[src/rtl/fetch_seq.sv]
// Instruction-fetch sequencer: req/ack memory fetch, valid/ready handoff to decode, PC redirect,
// stop and halt-word detection. Define FETCH_STEP_EN to add a single-fetch step_i input.
module fetch_seq #(
  parameter int unsigned    AW        = 12,
  parameter int unsigned    DW        = 16,
  parameter logic [AW-1:0]  RESET_PC  = '0,
  parameter logic [DW-1:0]  HALT_WORD = '1
) (
  input  logic          clk,
  input  logic          rst_n,
  input  logic          run_i,
  input  logic          stop_i,
`ifdef FETCH_STEP_EN
  input  logic          step_i,
`endif
  input  logic          redirect_i,
  input  logic [AW-1:0] redirect_addr_i,
  output logic          mem_req_o,
  output logic [AW-1:0] mem_addr_o,
  input  logic [DW-1:0] mem_rdata_i,
  input  logic          mem_ack_i,
  output logic          ir_valid_o,
  input  logic          ir_ready_i,
  output logic [DW-1:0] ir_o,
  output logic [AW-1:0] ir_pc_o,
  output logic [AW-1:0] pc_o,
  output logic [1:0]    state_o,
  output logic          halted_o
);

  typedef enum logic [1:0] {
    StIdle = 2'b00,
    StReq  = 2'b01,
    StHold = 2'b10,
    StHalt = 2'b11
  } state_e;

  state_e        state_q, state_d;
  logic [AW-1:0] pc_q, pc_d;
  logic [DW-1:0] ir_q, ir_d;
  logic [AW-1:0] ir_pc_q, ir_pc_d;
  logic          ir_valid_q, ir_valid_d;
  logic          redir_pend_q, redir_pend_d;
  logic [AW-1:0] redir_addr_q, redir_addr_d;

  logic          go;
  logic          idle_start;

  always_comb begin
    go = run_i & ~stop_i;
`ifdef FETCH_STEP_EN
    idle_start = go | (step_i & ~stop_i);
`else
    idle_start = go;
`endif
  end

  always_comb begin
    state_d      = state_q;
    pc_d         = pc_q;
    ir_d         = ir_q;
    ir_pc_d      = ir_pc_q;
    ir_valid_d   = ir_valid_q;
    redir_pend_d = redir_pend_q;
    redir_addr_d = redir_addr_q;

    case (state_q)
      StIdle: begin
        if (redirect_i) pc_d = redirect_addr_i;
        if (idle_start) state_d = StReq;
      end

      StReq: begin
        if (mem_ack_i) begin
          if (redir_pend_q || redirect_i) begin
            // Data belongs to the stale path: drop it and reissue from the target.
            pc_d         = redirect_i ? redirect_addr_i : redir_addr_q;
            redir_pend_d = 1'b0;
          end else if (mem_rdata_i == HALT_WORD) begin
            ir_d    = mem_rdata_i;
            ir_pc_d = pc_q;
            state_d = StHalt;
          end else begin
            ir_d       = mem_rdata_i;
            ir_pc_d    = pc_q;
            pc_d       = pc_q + AW'(1);
            ir_valid_d = 1'b1;
            state_d    = StHold;
          end
        end else if (redirect_i) begin
          // The outstanding request cannot be withdrawn, so remember where to go afterwards.
          redir_pend_d = 1'b1;
          redir_addr_d = redirect_addr_i;
        end
      end

      StHold: begin
        if (redirect_i) begin
          ir_valid_d = 1'b0;
          pc_d       = redirect_addr_i;
          state_d    = go ? StReq : StIdle;
        end else if (ir_ready_i) begin
          ir_valid_d = 1'b0;
          state_d    = go ? StReq : StIdle;
        end
      end

      StHalt: begin
        state_d = StHalt;
      end

      default: begin
        state_d = StIdle;
      end
    endcase
  end

  always_ff @(posedge clk or negedge rst_n) begin
    if (!rst_n) begin
      state_q      <= StIdle;
      pc_q         <= RESET_PC;
      ir_q         <= '0;
      ir_pc_q      <= '0;
      ir_valid_q   <= 1'b0;
      redir_pend_q <= 1'b0;
      redir_addr_q <= '0;
    end else begin
      state_q      <= state_d;
      pc_q         <= pc_d;
      ir_q         <= ir_d;
      ir_pc_q      <= ir_pc_d;
      ir_valid_q   <= ir_valid_d;
      redir_pend_q <= redir_pend_d;
      redir_addr_q <= redir_addr_d;
    end
  end

  always_comb begin
    mem_req_o  = (state_q == StReq);
    mem_addr_o = pc_q;
    ir_valid_o = ir_valid_q;
    ir_o       = ir_q;
    ir_pc_o    = ir_pc_q;
    pc_o       = pc_q;
    state_o    = state_q;
    halted_o   = (state_q == StHalt);
  end

endmodule

[config.mk]
export PLATFORM = sky130hd
export DESIGN_NAME = fetch_seq
export DESIGN_NICKNAME = d
export VERILOG_FILES = /design/src/rtl/fetch_seq.sv
export SDC_FILE = /design/constraint.sdc
export NUM_CORES = 1
export LEC_CHECK = 0
export CORE_ASPECT_RATIO = 2
export CORE_MARGIN = 4
export CORE_UTILIZATION = 25
export DETAILED_ROUTE_END_ITERATION = 8
export GPL_TIMING_DRIVEN = 0
export PLACE_DENSITY_LB_ADDON = 0.3
export SETUP_SLACK_MARGIN = 0.4
export SLEW_MARGIN = 10
export SYNTH_ARGS = -nofsm -noshare
export SYNTH_HDL_FRONTEND = slang
export SYNTH_SLANG_ARGS = --single-unit
export TNS_END_PERCENT = 10
[constraint.sdc]
create_clock -name clk -period 2.2 [get_ports clk]
set_input_delay 0.44 -clock clk [delete_from_list [all_inputs] [get_ports clk]]
set_output_delay 0.44 -clock clk [all_outputs]
set_load 0.01 [all_outputs]
# After elaboration in Yosys (flattened, before gate mapping)
# Index checks and enable logic that the tools add are counted.
# W data, S select, Z words.
[totals] mem_bits_rw=0 memories=0 input_bits=35 out_inout_bits=57 latch_bits=0 elab_cells=59 regBits=56 mem_bits_ro=0
[op_classes] bitwise=4 n_shift=0 addsub=1 n_div=0 mul=0 reduce_logical=12 n_lt_le_gt_ge=0 n_eq_ne=12 mux=23
[op_table] operator="$mux W12" count=5
[op_table] operator="$pmux W12 S2" count=1
[op_table] operator="$eq A16 B16 Y1 const B" count=1
[op_table] operator="$add A12 B1 Y12 const B" count=1
[op_table] operator="$mux W1" count=10
[op_table] operator="$mux W2" count=5
[op_table] operator="$pmux W2 S4" count=1
[op_table] operator="$reduce_and A4 Y1" count=2
[op_table] operator="$ne A2 B1 Y1 const B" count=3
[op_table] operator="$ne A2 B2 Y1 const B" count=3
[op_table] operator="$ne A3 B3 Y1 const B" count=2
[op_table] operator="$reduce_and A3 Y1" count=2
[op_table] operator="$reduce_bool A2 Y1" count=3
[op_table] operator="$reduce_and A5 Y1" count=1
[op_table] operator="$eq A2 B2 Y1 const B" count=2
[op_table] operator="$not A1 Y1" count=3
[op_table] operator="$eq A2 B1 Y1 const B" count=1
[op_table] operator="$logic_not A2 Y1" count=1
[op_table] operator="$pmux W1 S2" count=1
[op_table] operator="$reduce_and A2 Y1" count=1
[op_table] operator="$reduce_or A2 Y1" count=1
[op_table] operator="$and A1 B1 Y1" count=1
[op_table] operator="$logic_or A1 B1 Y1" count=1

# Logic depth before layout (Yosys ltp)
# Gate-level depths: netlist of run 1.
[logic_depth] ltp_word=6 mapped_depth=8 depth_no_buf=6

# Least setup slack after synthesis of run 1
# No wires, ideal clock.
[synth_path] path_kind="register -> register" start="register state_q[0] (netlist: state_o[0])" end="register ir_q[0] (netlist: ir_o[0])" required_ns=2.075 setup_time_ns=0.125 path_buffers=2 path_stages_with_launch=7 period_less_slack_ns=1.776 t_arrival_ns=1.651 setup_slack_ns=0.424 cell_sequence="dfrtp_1 nor2b_1 buf_4 nand2_4 nor3_4 buf_6 mux2_2"
[synth_between] elab_chain_cells=2
[synth_lines] element="start: declaration" line="38" source="state_e state_q, state_d;"
[synth_lines] element="start signal: assignment" line="120" source="state_q <= StIdle;"
[synth_lines] element="start signal: assignment" line="128" source="state_q <= state_d;"
[synth_lines] element="$eq A2 B1 Y1"
[synth_lines] element="via mem_req_o" line="18" source="output logic mem_req_o,"
[synth_lines] element="$reduce_and A3 Y1 (no source line)"
[synth_lines] element="end signal: assignment" line="130" source="ir_q <= ir_d;"
[synth_lines] element="end: declaration" line="40" source="logic [DW-1:0] ir_q, ir_d;"
# The timed path passes the listed nets, and every way through them passes these cells.
# A chain may end at the register's enable or synchronous reset.

# Worst setup path in the final report of run 1
[layout_path] start="register pc_q[3] (netlist: mem_addr_o[3])" end="output port pc_o[3]"
[layout_rtl] element="start: declaration" line="39" source="logic [AW-1:0] pc_q, pc_d;"
[layout_rtl] element="start signal: assignment" line="129" source="pc_q <= pc_d;"
[layout_rtl] element="end: declaration" line="26" source="output logic [AW-1:0] pc_o,"
# No word-level cell between the ends.

==> results.yml, run 1 <==
power:
  power_frac_seq: 0.333
  p_int_mw: 3.86
  power_frac_comb: 0.537
  p_per_area_nw_per_um2: 1460
  cellLeakagePower_nw: 1.76
  clockPowerShare: 0.129
  p_sw_mw: 2.16
  switching_share: 0.359
  vdd_drop_max_mv: 0.538
  power.total_mw: 6.01
detailed_routing:
  top_layer: "met4"
  drt_iter0_drc: 100
  routedLengthMet1_mm: 2.96
  vias: 2318
  viasPerCell: 4.66
  drt_first_pass_iters: 4
  wire_per_inst_um: 16.6
  drt_wl_total_mm: 8.26
  dr_wl_met2_mm: 4.73
  ant_nets: 0
  dr_wl_met3_um: 322
  drc: 0
place:
  placed_cell_area_um2: 3820
  gp_congestion: 0.808
  numPortBuffers: 91
  dp_hpwl_mm: 6.08
critical_path:
  r2r_cells: 7
  timing.critical_path.slowest_cell_delay_ps: 520
  end_kind: "primary output"
  critical_path_class: "reg -> out"
  crit_arrival_ps: 1500
  rr_endpoint: "ir_o[10]"
  critPathLaunch: "mem_addr_o[3]"
  endpoint: "pc_o[3]"
  r2r_start: "state_o[1]"
  worstPathRequired_ps: 1760
  critical_path_peak_fanout: 8
  setup.worst_path.start_class: "flop"
  reg2reg_slack_ps: 380
  worstPathCellList: "buf_4 -> clkdlybuf4s50_1"
  slowest_stage: "dfrtp_1"
timing:
  finalSetupViolCount: 0
  drv_slew: 0
  fmax_mhz: 516
  skew_ps: 3.53
  hold_violations: 0
  rsz0062_at_grt: "yes"
  max-slew-margin-rel: 0.511
  period_minus_slack_ps: 1940
  tightest_slew_ps: 734
  setup-tns-final_ps: 0
  post-route-period-util: 0.880
global_route:
  track_usage: 0.136
  overflow: 0
  antenna_found_initial: 1
  grt_pass1_vias: 2429
  grt_max_degree: 57
  grt_pass1_wl_mm: 13.0
floorplanning:
  ioPinCount: 92
  dieArea_um2: 12800
  core_area_um2: 10600
  start_util: 0.258
  die_w_um: 82.0
  fp-row-count: 53
  die_h_um: 156
status:
  outcome: "complete, no violations"
cts:
  holdBufCountCts: 0
  cts-buffers-inserted: 5
  cts.path.max_buffers: 2
  cts_tree: "built"
  cts.htree.levels: 2
  cts_root_buf: "clkbuf_16"
  clk_pin_slew_ps: 70
  cts_sinks: 56
  clk_latency_ps: 290
layout:
  drive_gt1_frac: 0.262
  syn_to_final_growth_pct: 50.4
  layout_common_cells: "clkdlybuf4s50_1 (68), dfrtp_1 (50), mux2_2 (38)"
  final_net_count: 395
  fin_util: 0.388
  stdcell_area_um2: 4120
  mostFrequentLayoutCell: "clkdlybuf4s50_1"
synthesis:
  synth_cell_types: 37
  ys_top_cells_by_area: "dfrtp_1 (51%), mux2_2 (16%), buf_4 (4.1%)"
  syn_avg_cell_area_um2: 11.0
  synth_seq_area_share: 0.511
  synth_seq_cells: 56
  synth_nets: 284
  synth_top_area_cell: "dfrtp_1"
  synthCells: 248
  ys.flop_type: "dfrtp_1"
  synth_edf_count: 0
  async_flop_share: 1.00
  synth_top_cell_area_share: 0.511
  synth_area_um2: 2740
  yosysWarningCount: 0
worst_hold_path:
  hp-class: "in -> async"
run:
  max_cap_viol_count: 0
[registers in the layout (all words and copies together) (netlist names)]
name	count
mem_addr_o	12
ir_valid_o	1
state_o	2
ir_pc_o	12
redir_pend_q	1
ir_o	16
redir_addr_q	12
[kinds of logic after synthesis]
family / Yosys count / synth area share
fa+ha+maj: 1 / 0.00457
xor+xnor: 5 / 0.0160
compound gates: 49 / 0.112
mux: 39 / 0.160
simple gates: 68 / 0.125
flops: 56 / 0.511
buf+inv: 30 / 0.0712
[final cells by class]
class                      instances  area [um2]
multi-input combinational        162        1190
antenna                            1        2.50
clock inverter                     1        5.00
tap                              137         171
buffer                            24         188
fill                            1096        6490
sequential                        56        1410
timing repair buffer             104        1000
clock buffer                       6         129
inverter                           6        22.5
[what timing repair did]
| item | CTS | global route |
|---|---|---|
| pin swaps | 8 | 0 |
| setup endpoints to repair | 77 | 68 |
| buffers inserted | 3 | 8 |
| cloned | 2 | 0 |
| endpoints found under the hold margin | 0 | 0 |
| gates resized for setup | 32 | 11 |
[synth_stat cells, types with 4 or more instances]
cell type  number
nand3_1         8
o21ai_0        12
a21oi_1        16
nand2b_1        4
nand4_1         6
inv_1           6
mux2_2         38
nor2b_1         4
dfrtp_1        56
a31oi_1         7
nor2_1         15
nand2_1        20
buf_4          15
[power by group through the flow]
stage / Clock [mW] / Combinational, mW / Sequential, mW
floorplan: 0 / 1.40 / 2.12
global placement: 0 / 3.00 / 2.06
detailed placement: 0 / 3.03 / 2.07
CTS: 0.814 / 3.12 / 2.06
global route: 0.851 / 3.52 / 2.09
finish: 0.778 / 3.23 / 2.00
[worst max-delay path: cells and delay by family, from the launching register on]
kind / cells / cell delay, ps
buf+inv: 2 / 680
flops: 1 / 520
[layer usage]
layer / GRT usage / up-vias
li1: - / 1100
met1: 0.148 / 1134
met2: 0.246 / 70
met3: 0.0220 / 14
met4: 0.0650 / 0
met5: 0 / -
[metrics by stage]
| step | hold WS [ps] | std cells | setup WS (ps) |
|---|---|---|---|
| 2_1_floorplan | 144 | 248 | 424 |
| 3_3_place_gp | 479 | 476 | -1240 |
| 3_5_place_dp | 465 | 476 | -577 |
| 4_1_cts | 242 | 488 | 172 |
| 5_1_grt | 268 | 497 | 206 |
| 6_report | 196 | 497 | 263 |
[how the worst min path moves through the flow]
| stage | from | endpoint | cells past startpoint |
|---|---|---|---|
| 6_report | rst_n | redir_addr_q[4] | 1 |
| 5_1_grt | rst_n | redir_addr_q[4] | 1 |
| 4_1_cts | rst_n | mem_addr_o[9] | 1 |
| 3_5_place_dp | ir_valid_o | ir_valid_o | 1 |
| 3_3_place_gp | ir_valid_o | ir_valid_o | 1 |
| 2_1_floorplan | rst_n | ir_o[0] | 0 |
No activity file was read; power rests on OpenSTA's default activity.
==> run 2: changes to the inputs <==
- TNS_END_PERCENT: 10 -> unset
==> run 2 against run 1 <==
  * Flip-flop and latch count unchanged
  * Worst hold slack improved by 5.9 ps
  * First-iteration DRC count is 17% higher
  * Global-route usage up 1.3 points
  * Count of clock-buffer cells in the layout unchanged
  * Wire length increased by 11%
  * Critical path type is now reg -> reg
  * Largest cell class is now non-clock buffers
  * Largest power group unchanged
==> results.yml, run 2 (synthesis gave the netlist of run 1 again) <==
timing:
  finalSetupViolCount: 0
  drv_slew: 0
  rsz0062_at_grt: "yes"
  max-slew-margin-rel: 0.502
  period_minus_slack_ps: 1810
  tightest_slew_ps: 747
  post-route-period-util: 0.821
  hold_violations: 0
  skew_ps: 5.85
  fmax_mhz: 554
critical_path:
  worstPathRequired_ps: 2380
  critical_path_peak_fanout: 6
  setup.worst_path.start_class: "flop"
  end_kind: "flop"
  critical_path_class: "reg -> reg"
  crit_arrival_ps: 1990
layout:
  fin_util: 0.423
  drive_gt1_frac: 0.350
  mostFrequentLayoutCell: "clkdlybuf4s50_1"
  final_net_count: 422
  syn_to_final_growth_pct: 63.7
  layout_common_cells: "clkdlybuf4s50_1 (61), buf_4 (45), dfrtp_1 (43)"
  largest_reg_flops: 16
power:
  power.total_mw: 6.57
  cellLeakagePower_nw: 1.94
  p_sw_mw: 2.34
  p_int_mw: 4.23
  vdd_drop_max_mv: 0.658
  power_frac_comb: 0.585
  switching_share: 0.357
  power_frac_seq: 0.296
  p_per_area_nw_per_um2: 1460
  clockPowerShare: 0.120
cts:
  cts.path.max_buffers: 2
  holdBufCountCts: 0
  cts_sinks: 56
  clk_latency_ps: 290
  cts-buffers-inserted: 5
  cts_root_buf: "clkbuf_16"
  cts.htree.levels: 2
  cts_tree: "built"
  clk_pin_slew_ps: 70
global_route:
  grt_pass1_wl_mm: 14.1
  grt_max_degree: 57
  track_usage: 0.149
  overflow: 0
  grt_pass1_vias: 2593
  antenna_found_initial: 2
floorplanning:
  ioPinCount: 92
  fp-row-count: 53
  die_w_um: 82.0
  dieArea_um2: 12800
  die_h_um: 156
  core_area_um2: 10600
  start_util: 0.258
run:
  max_cap_viol_count: 0
place:
  numPortBuffers: 91
  dp_hpwl_mm: 6.08
  gp_congestion: 0.808
detailed_routing:
  ant_nets: 0
  drc: 0
  drt_iter0_drc: 117
  viasPerCell: 4.70
  drt_first_pass_iters: 6
  vias: 2468
  wire_per_inst_um: 17.5
  drt_wl_total_mm: 9.21
status:
  outcome: "complete, no violations"
worst_hold_path:
  hp-class: "in -> async"
-- run 2: final timing paths --
kind | from | end | slack [ps] | depth (start not counted)
worst min register to register | ir_valid_o | ir_valid_o | 490 | 1
max in group asynchronous | rst_n | state_o[0] | 1450 | 1
worst max register to register | state_o[0] | ir_o[0] | 390 | 9
worst min-delay path | rst_n | redir_addr_q[8] | 200 | 1
worst max-delay path | state_o[0] | ir_o[0] | 390 | 9
min in group clk | ir_valid_o | ir_valid_o | 490 | 1
-- run 2: per-layer routing --
| layer | GRT usage | vias to the layer above | wire length [um] |
|---|---|---|---|
| met4 | 0.0689 | 0 | 246 |
| met1 | 0.155 | 1222 | 3240 |
| met2 | 0.279 | 76 | 5360 |
| met3 | 0.0243 | 14 | 361 |
| li1 | - | 1156 | - |
| met5 | 0 | - | 0 |
-- run 2: metrics by stage --
| step | std cells | TNS, ps | cell area, um2 | setup slack [ps] | hold slack (ps) |
|---|---|---|---|---|---|
| after floorplan | 248 | 0 | 2740 | 424 | 144 |
| after global placement | 476 | -80150 | 3820 | -1240 | 479 |
| after detailed placement | 476 | -11490 | 3820 | -577 | 465 |
| after CTS | 518 | 0 | 4370 | 325 | 242 |
| after global routing | 525 | 0 | 4490 | 314 | 263 |
| final | 525 | 0 | 4490 | 393 | 202 |
-- run 2: cell type report --
cell class,count,area (um2)
plain buffers,24,205
clock inverters,1,5.00
inverters,6,22.5
fillers,1059,6120
well taps,137,171
flip-flops and latches,56,1420
clock buffers,6,129
repair buffers,131,1270
diodes,2,5.00
multi-input cells,162,1260
-- run 2: repair_timing --
action | in CTS | in global routing
setup endpoints to repair | 77 | 50
pin swaps | 8 | 9
buffers inserted | 31 | 5
gates resized for setup | 62 | 26
cloned | 4 | 0
-- run 2: power by group through the flow --
stage	sequential [mW]	clock, mW	combinational [mW]
CTS	1.96	0.814	3.69
global route	2.03	0.856	4.14
detailed placement	2.07	0	3.03
finish	1.94	0.786	3.84
floorplan	2.12	0	1.40
global placement	2.06	0	3.00
-- run 2: worst max-delay path, cell delays in order, from the launching register on --
cell	delay (ps)
dfrtp_2	380
buf_6	110
nor2b_4	130
buf_6	140
nand2_8	60
nor3_4	170
buf_12	160
buf_12	110
buf_8	110
mux2_2	320
==> RTL edit: new RTL, settings of run 2 <==
Change the parameter `AW` from 12 to 13.
--- a/src/rtl/fetch_seq.sv
+++ b/src/rtl/fetch_seq.sv
@@ -1,7 +1,7 @@
 // Instruction-fetch sequencer: req/ack memory fetch, valid/ready handoff to decode, PC redirect,
 // stop and halt-word detection. Define FETCH_STEP_EN to add a single-fetch step_i input.
 module fetch_seq #(
-  parameter int unsigned    AW        = 12,
+  parameter int unsigned    AW        = 13,
   parameter int unsigned    DW        = 16,
   parameter logic [AW-1:0]  RESET_PC  = '0,
   parameter logic [DW-1:0]  HALT_WORD = '1
Interface: changed (resized ir_pc_o, mem_addr_o, pc_o and redirect_addr_i); port bits go from 92 to 96. No check against the original RTL was run, so the function may have changed too.
==> RTL edit against run 2 <==
  * Sequential power up 3%
  * Fmax grew 2.3%
  * Via count down 0.24%
  * Register-to-register slack better by 97 ps
  * Largest power group unchanged
  * Clock skew up 3.5 ps
  * Design area about the same
  * Synthesized area rose by 5.2%
  * Sequential cell count up 3
  * Worst setup slack better by 40 ps
  * Power rose by 2.0%
  * Critical endpoint is now pc_o[6]
  * Count of clock-buffer cells in the layout up 7
  * Synthesized cell count increased by 1.6%
  * Core utilization down 2.6 points
  * Routed wire length down 8.2%
==> RTL edit: results <==
[worst_setup_path]
crit_fanout = 3
crit_slowest_cell = "clkdlybuf4s50_1"
critPathMaxStageDelay_ps = 460

[synthesis]
yosys.cell_types.count = 43
netlist_top_cells_count = "59 x dfrtp_1, 42 x mux2_2, 22 x nand2_1"
syn_nets = 289
synth_area_leaders = "dfrtp_1 51%, mux2_2 16%, buf_4 3.9%"
ys_seq_area_frac = 0.512
synthArstFlopShare = 1.00

[layout]
fillCellCount = 1149
drive_above_1_share = 0.321
nets = 410

[power_and_ir_drop]
leakage_nw = 2.00
p_clk_frac = 0.197
pwr-share-comb = 0.505
ir_drop_mv = 0.685
switching_share = 0.335

[place]
io_buffers = 95
hpwl_um = 6110
place_congestion = 0.821

[clock_network]
insertion_delay_ps = 330
postCtsSetupBuffers = 14
clk_pin_slew_worst_paths_ps = 50
h-tree-depth = 3
max-clock-path-buffers = 2
cts_made_buffers = 9
cts_resized = 44

[route]
via_per_inst = 4.73
dr_wl_met2_um = 4620
drt_iter0_markers = 141
drtPass1Iterations = 4
wl_met1_um = 3060
wl_um = 8450
wl_met3_um = 571

[floorplanning]
design.core.area_sq_um = 11300

[grt]
gr-usage-all-layers = 0.130
grt_pass1_vias = 2583
antenna_found_initial = 1
grt_max_degree = 60
grt_pass1_wl_um = 13500

[timing]
worst_pin_slew_ps = 775
clock_skew_ps = 9.34

[status]
outcome = "finished clean"
-- RTL edit: cell type report --
cell class,count,share of cell area
diodes,1,0.000558
plain buffers,26,0.0432
clock buffers,13,0.0603
clock inverters,2,0.00223
inverters,4,0.00419
multi-input cells,163,0.280
flip-flops and latches,59,0.333
well taps,142,0.0396
repair buffers,110,0.237
-- RTL edit: final timing paths --
path	end	slack, ps	cells after the start	start
max	pc_o[6]	430	2	mem_addr_o[6]
min	ir_pc_o[3]	190	1	rst_n
max reg2reg	mem_addr_o[1]	490	6	state_o[0]
min reg2reg	ir_pc_o[0]	490	2	ir_pc_o[0]
max in group asynchronous	mem_addr_o[8]	1460	1	rst_n
min in group clk	ir_o[11]	390	2	mem_rdata_i[11]
-- RTL edit: cells by family after synthesis --
family / share of synthesized area
and+or+nand+nor: 0.115
muxes: 0.168
adders and majority gates: 0.00434
xor gates and xnor gates: 0.00304
buffers and inverters: 0.0629
AOI/OAI and AO/OA: 0.135
DFF: 0.512
-- RTL edit: metal layers --
layer / global-route usage / up-vias
met5: 0 / -
met2: 0.241 / 81
met4: 0.0593 / 0
li1: - / 1156
met3: 0.0418 / 18
met1: 0.129 / 1207
-- RTL edit: worst reg2reg max path: stages (launching register included) --
cell	delay, ps
dfrtp_1	390
buf_4	180
clkinvlp_4	160
a22oi_2	110
a31oi_4	290
buf_6	150
mux2_2	310
-- RTL edit: through the flow --
stage                     total power, mW  area, sq um  setup WS (ps)  hold slack, ps  std cells
after floorplan                      3.63         2880            536             144        252
after global placement               5.18         4010          -1430             469        489
after detailed placement             5.23         4010           -207             468        489
after CTS                            6.79         4430            181             229        519
after global routing                 7.15         4480            400             268        520
final                                6.70         4480            433             191        520
